## src/rtl/any1_dispatch.sv

```systemverilog
// Dispatch stage: accepts scheduler selections, buffers them in order and issues them to the execute unit.
// Define ANY1_DISPATCH_PERF_EN to add the issued/stall performance counters.
module any1_dispatch #(
    parameter int ROB_ENTRIES = 64,
    parameter int QDEPTH      = 4,
    parameter int MAX_OUT     = 8,
    localparam int RW         = $clog2(ROB_ENTRIES)
) (
    input  logic          clk,
    input  logic          rst,
    input  logic [RW:0]   sel_i,
    input  logic          flush_i,
    output logic          out_v_o,
    output logic [RW-1:0] out_rid_o,
    output logic          fu_valid_o,
    output logic [RW-1:0] fu_rid_o,
    input  logic          fu_ready_i,
    input  logic          fu_done_i,
    input  logic [RW-1:0] fu_done_rid_i,
    output logic          wb_v_o,
    output logic [RW-1:0] wb_rid_o,
    output logic          full_o,
    output logic          err_o
`ifdef ANY1_DISPATCH_PERF_EN
    ,
    output logic [31:0]   perf_issued_o,
    output logic [31:0]   perf_stall_o
`endif
);

    localparam int PW = $clog2(QDEPTH);
    localparam int CW = $clog2(MAX_OUT + 1);
    localparam int DW = CW + 4;

    logic [RW-1:0]          r_mem [QDEPTH];
    logic [PW:0]            r_wptr;
    logic [PW:0]            r_rptr;
    logic [ROB_ENTRIES-1:0] r_busy;
    logic [CW-1:0]          r_inflight;
    logic [DW-1:0]          r_drain;
    logic                   r_err;
    logic                   r_out_v;
    logic [RW-1:0]          r_out_rid;
    logic                   r_wb_v;
    logic [RW-1:0]          r_wb_rid;

    logic          w_sel_v;
    logic [RW-1:0] w_sel_rid;
    logic          w_empty;
    logic          w_full;
    logic          w_fu_valid;
    logic          w_xfer;
    logic          w_accept;
    logic          w_drain_done;
    logic          w_done_hit;
    logic          w_done_bad;

    assign w_sel_v    = ~sel_i[RW];
    assign w_sel_rid  = sel_i[RW-1:0];
    // Extra pointer bit tells full from empty when the indices match.
    assign w_empty    = (r_wptr == r_rptr);
    assign w_full     = (r_wptr[PW] != r_rptr[PW]) && (r_wptr[PW-1:0] == r_rptr[PW-1:0]);
    assign w_fu_valid = !w_empty && (r_inflight < CW'(MAX_OUT));
    assign w_xfer     = w_fu_valid && fu_ready_i;
    assign w_accept   = w_sel_v && !r_busy[w_sel_rid] && !w_full && !flush_i;

    // Completions while draining belong to ops that a flush already discarded.
    assign w_drain_done = fu_done_i && (r_drain != '0);
    assign w_done_hit   = fu_done_i && (r_drain == '0) && r_busy[fu_done_rid_i];
    assign w_done_bad   = fu_done_i && (r_drain == '0) && !r_busy[fu_done_rid_i];

    always_ff @(posedge clk) begin
        if (w_accept) begin
            r_mem[r_wptr[PW-1:0]] <= w_sel_rid;
        end
    end

    always_ff @(posedge clk) begin
        if (rst) begin
            r_wptr     <= '0;
            r_rptr     <= '0;
            r_busy     <= '0;
            r_inflight <= '0;
            r_drain    <= '0;
            r_err      <= 1'b0;
            r_out_v    <= 1'b0;
            r_out_rid  <= '0;
            r_wb_v     <= 1'b0;
            r_wb_rid   <= '0;
        end else begin
            r_out_v   <= w_accept;
            r_out_rid <= w_accept ? w_sel_rid : '0;
            r_wb_v    <= w_done_hit && !flush_i;
            r_wb_rid  <= (w_done_hit && !flush_i) ? fu_done_rid_i : '0;
            if (w_done_bad) begin
                r_err <= 1'b1;
            end
            if (flush_i) begin
                // Everything still at the execute unit must be drained silently.
                r_wptr     <= '0;
                r_rptr     <= '0;
                r_busy     <= '0;
                r_inflight <= '0;
                r_drain    <= r_drain - DW'(w_drain_done) + DW'(r_inflight)
                              + DW'(w_xfer) - DW'(w_done_hit);
            end else begin
                if (w_accept) begin
                    r_wptr              <= r_wptr + (PW+1)'(1);
                    r_busy[w_sel_rid]   <= 1'b1;
                end
                if (w_xfer) begin
                    r_rptr <= r_rptr + (PW+1)'(1);
                end
                if (w_done_hit) begin
                    r_busy[fu_done_rid_i] <= 1'b0;
                end
                r_inflight <= r_inflight + CW'(w_xfer) - CW'(w_done_hit);
                if (w_drain_done) begin
                    r_drain <= r_drain - DW'(1);
                end
            end
        end
    end

    assign out_v_o    = r_out_v;
    assign out_rid_o  = r_out_rid;
    assign wb_v_o     = r_wb_v;
    assign wb_rid_o   = r_wb_rid;
    assign fu_valid_o = w_fu_valid;
    assign fu_rid_o   = w_empty ? '0 : r_mem[r_rptr[PW-1:0]];
    assign full_o     = w_full;
    assign err_o      = r_err;

`ifdef ANY1_DISPATCH_PERF_EN
    logic [31:0] r_perf_issued;
    logic [31:0] r_perf_stall;

    // Counters survive flushes; only rst clears them.
    always_ff @(posedge clk) begin
        if (rst) begin
            r_perf_issued <= '0;
            r_perf_stall  <= '0;
        end else begin
            if (w_xfer) begin
                r_perf_issued <= r_perf_issued + 32'd1;
            end
            if (w_sel_v && !w_accept) begin
                r_perf_stall <= r_perf_stall + 32'd1;
            end
        end
    end

    assign perf_issued_o = r_perf_issued;
    assign perf_stall_o  = r_perf_stall;
`endif

endmodule
```

## config.mk

```make
export PLATFORM = sky130hd
export DESIGN_NAME = any1_dispatch
export DESIGN_NICKNAME = d
export VERILOG_FILES = /design/src/rtl/any1_dispatch.sv
export SDC_FILE = /design/constraint.sdc
export NUM_CORES = 1
export LEC_CHECK = 0
export ABC_AREA = 1
export BUFFER_PORTS_ARGS = -buffer_cell sky130_fd_sc_hd__buf_2
export CELL_PAD_IN_SITES_DETAIL_PLACEMENT = 0
export CELL_PAD_IN_SITES_GLOBAL_PLACEMENT = 2
export CORE_AREA = 2 2 155 157
export DETAILED_ROUTE_END_ITERATION = 6
export DIE_AREA = 0 0 157 159
export GPL_ROUTABILITY_DRIVEN = 0
export PLACE_DENSITY_LB_ADDON = 0.12
export SYNTH_ARGS = -nofsm -noshare
export SYNTH_HDL_FRONTEND = slang
export SYNTH_SLANG_ARGS = --single-unit
```

## constraint.sdc

```tcl
create_clock -name clk -period 14 [get_ports clk]
set_input_delay 4.2 -clock clk [delete_from_list [all_inputs] [get_ports clk]]
set_output_delay 4.2 -clock clk [all_outputs]
set_load 0.02 [all_outputs]
```

==> results.json <==
{
  "synth-edff-count": 24,
  "finalMaxSlewViolations": 0,
  "multi_input_area_um2": 4660,
  "cts_htree_levels": 4,
  "n_antenna_cell": 0,
  "fin_nets": 1397,
  "min_period_over_period_pct": 60.0,
  "ys_warn_count": 0,
  "cp_data_arrival_time_ps": 8770,
  "vdd_ir_drop_max_uv": 74.1,
  "regArea_um2": 2700,
  "num-fill-cells": 2615,
  "yosys_most_used_dff": "dfxtp_1",
  "worstPathMaxFanout": 49,
  "grt.total_usage_pct": 24.3,
  "wl_per_cell_um": 17.4,
  "final_hold_viol_count": 0,
  "clk_pin_slew_ps": 70,
  "ctsHoldBuffers": 0,
  "synth.distinct_cells": 38,
  "syn2layout_area_growth_pct": 11.7,
  "hp-class": "flip-flop to flip-flop",
  "dieHeight_um": 159,
  "p_total_mw": 1.09,
  "ios": 41,
  "synth_nets": 1396,
  "die-area_um2": 25000,
  "cts_sinks": 123,
  "slowest_stage": "buf_4",
  "final_core_util_pct": 39.6,
  "setup_viol_count_final": 0,
  "met2RoutedLength_um": 12600,
  "cp-end-kind": "flip-flop",
  "fin_crit_ps": 8400,
  "drive_above_1_share_pct": 8.08,
  "initial_core_util_pct": 35.4,
  "drt_iter0_markers": 656,
  "die_w_um": 157,
  "grt_max_degree": 70,
  "cp_num_buf_inv": 5,
  "vias": 8276,
  "yosysSeqAreaShare_pct": 32.9,
  "path_common_cell": "nand2_1",
  "placed_cell_area_um2": 8580,
  "drv_cap": 0,
  "fin_tns_setup_ps": 0,
  "power_density_nw_per_um2": 119,
  "worst_pin_slew_ps": 1150,
  "postSynthAreaPerCell_um2": 6.10,
  "crit_type": "primary input to flip-flop",
  "drtAntennaViolNets": 0,
  "place_hpwl_um": 18500,
  "fmax_mhz": 119,
  "ys_ff_latch": 123,
  "postCtsSetupRepairBufs": 0,
  "maxUsedRoutingLayer": "met4",
  "numCtsBuffers": 17,
  "outcome": "complete, no violations",
  "drtPass1Iterations": 5,
  "clk_path_buf_depth": 2,
  "antenna_found_initial": 0,
  "rows": 56,
  "leakagePower_nw": 4.17,
  "clkLatencyLatePin_ps": 440,
  "cts_root_buf": "clkbuf_16",
  "hold_ws_ps": 453,
  "critPathMaxStageDelay_ps": 500,
  "first_global_vias": 7808,
  "drt-total-wl_um": 29300,
  "drc": 0,
  "grt_overflow_total": 0,
  "cts_tree": "built",
  "critPathLaunchType": "primary input",
  "slew_headroom_pct": 22.7,
  "wl_met1_um": 14600,
  "syn_inst": 1348,
  "cts_resized": 0,
  "viasPerCell": 4.92,
  "finalClockSkew_ps": 14.7,
  "route.met3.wl_um": 1650,
  "io_buffers": 40,
  "grt_pass1_wl_um": 46200,
  "core_um2": 23200,
  "stdcell_area_um2": 9180,
  "netlist_area_um2": 8220,
  "worst_ep_required_time_ps": 14370,
  "path_delay_family": "adder cells",
  "rsz0062_at_grt": "no",
  "ys_async_sr_fraction_pct": 0
}
## final timing paths
kind	endpoint	slack (ps)	startpoint	depth (start not counted)
worst max-delay path	r_drain[6]$_SDFFE_PP0P_	5600	fu_done_rid_i[0]	27
worst min-delay path	err_o$_SDFFE_PP0P_	450	err_o$_SDFFE_PP0P_	2
worst max register to register	r_drain[6]$_SDFFE_PP0P_	9780	r_busy[22]$_SDFF_PP0_	24
worst min register to register	err_o$_SDFFE_PP0P_	450	err_o$_SDFFE_PP0P_	2
## placed cells by master, fill, tap and decap left out, drive strengths merged
cell,synthesis,routed
a21oi,26,26
ha,25,25
clkinvlp,0,1
xor2,8,8
nand4,69,69
bufinv,0,1
a31oi,3,3
clkbuf,25,17
o311ai,1,1
a311oi,1,1
nand2,516,516
inv,145,155
xnor2,4,4
o2111ai,1,1
edfxtp,24,24
nor3,23,23
nor2,249,249
o211ai,1,1
a211oi,1,1
a22oi,1,1
fa,5,5
buf,43,50
a21boi,1,1
dfxtp,99,99
o21ai,48,48
clkinv,1,4
nand3,21,21
o32ai,6,6
or2,1,1
## cell type report
class	instances	area share [%]
multi-input cells	1011	50.7
flip-flops and latches	123	29.4
inverters	146	5.97
clock buffers	17	4.64
well taps	319	4.35
repair buffers	50	3.00
clock inverters	15	1.87
## kinds of logic after synthesis
kind of cell | synth area share (%)
compound gates | 6.06
xor+xnor | 1.28
simple gates | 43.8
fa+ha+maj | 5.02
flops | 32.9
buf+inv | 11.0
## registers in the layout (all words and copies together) (netlist names), named ones only
name and flops:
err_o 1, out_rid_o 6, out_v_o 1, r_busy 64, r_drain 8, r_inflight 4, r_mem 24, r_rptr 3
r_wptr 3, wb_rid_o 6, wb_v_o 1
## per-layer routing
metal  track usage [%]  up-vias
li1                  -     4208
met1              36.2     3813
met2              36.3      231
met3              4.55       24
met4              5.13        0
met5                 0        -
## power breakdown
part	internal [mW]	total [mW]	leakage, nW	switching [mW]
combinational	0.0840	0.248	2.86	0.164
sequential	0.374	0.384	1.02	0.0101
clock	0.255	0.461	0.292	0.206
## worst register-to-register path, stage by stage, from the launching register on
cell and delay (ps):
dfxtp_1 310, inv_1 60, o21ai_0 360, nand2_1 160, nand2_1 100, nand2_1 50, nand2_1 70, nand2_1 40
nand2_1 110, nor2_2 50, nand2_2 120, nand2_2 80, inv_1 120, fa_1 430, fa_1 490, inv_1 50
fa_1 400, fa_1 420, nand3_1 100, nand2_1 80, a21oi_1 120, o21ai_0 100, a21oi_1 130, o21ai_0 90
a31oi_1 120
## metrics by stage
| step | worst slack, ps | cells |
|---|---|---|
| 6_report | 5600 | 1681 |
| 3_5_place_dp | 5150 | 1649 |
| 2_1_floorplan | 6030 | 1348 |
| 3_3_place_gp | 5180 | 1649 |
| 4_1_cts | 5610 | 1681 |
| 5_1_grt | 5220 | 1681 |
## synth_stat cells, types with 5 or more instances
cell | count | area [um^2]
nand2_1 | 514 | 1930
dfxtp_1 | 99 | 1980
nor2_1 | 244 | 916
clkbuf_1 | 24 | 90.1
nand3_1 | 20 | 100
nand4_1 | 69 | 432
fa_1 | 5 | 100
ha_1 | 25 | 313
xor2_1 | 8 | 70.1
inv_1 | 141 | 529
a21oi_1 | 26 | 130
buf_4 | 9 | 67.6
nor3_2 | 8 | 80.1
buf_2 | 27 | 135
nor3_1 | 15 | 75.1
o21ai_0 | 43 | 215
o21ai_1 | 5 | 25.0
o32ai_1 | 6 | 52.6
edfxtp_1 | 24 | 721
(Power assumes the default switching activity.)
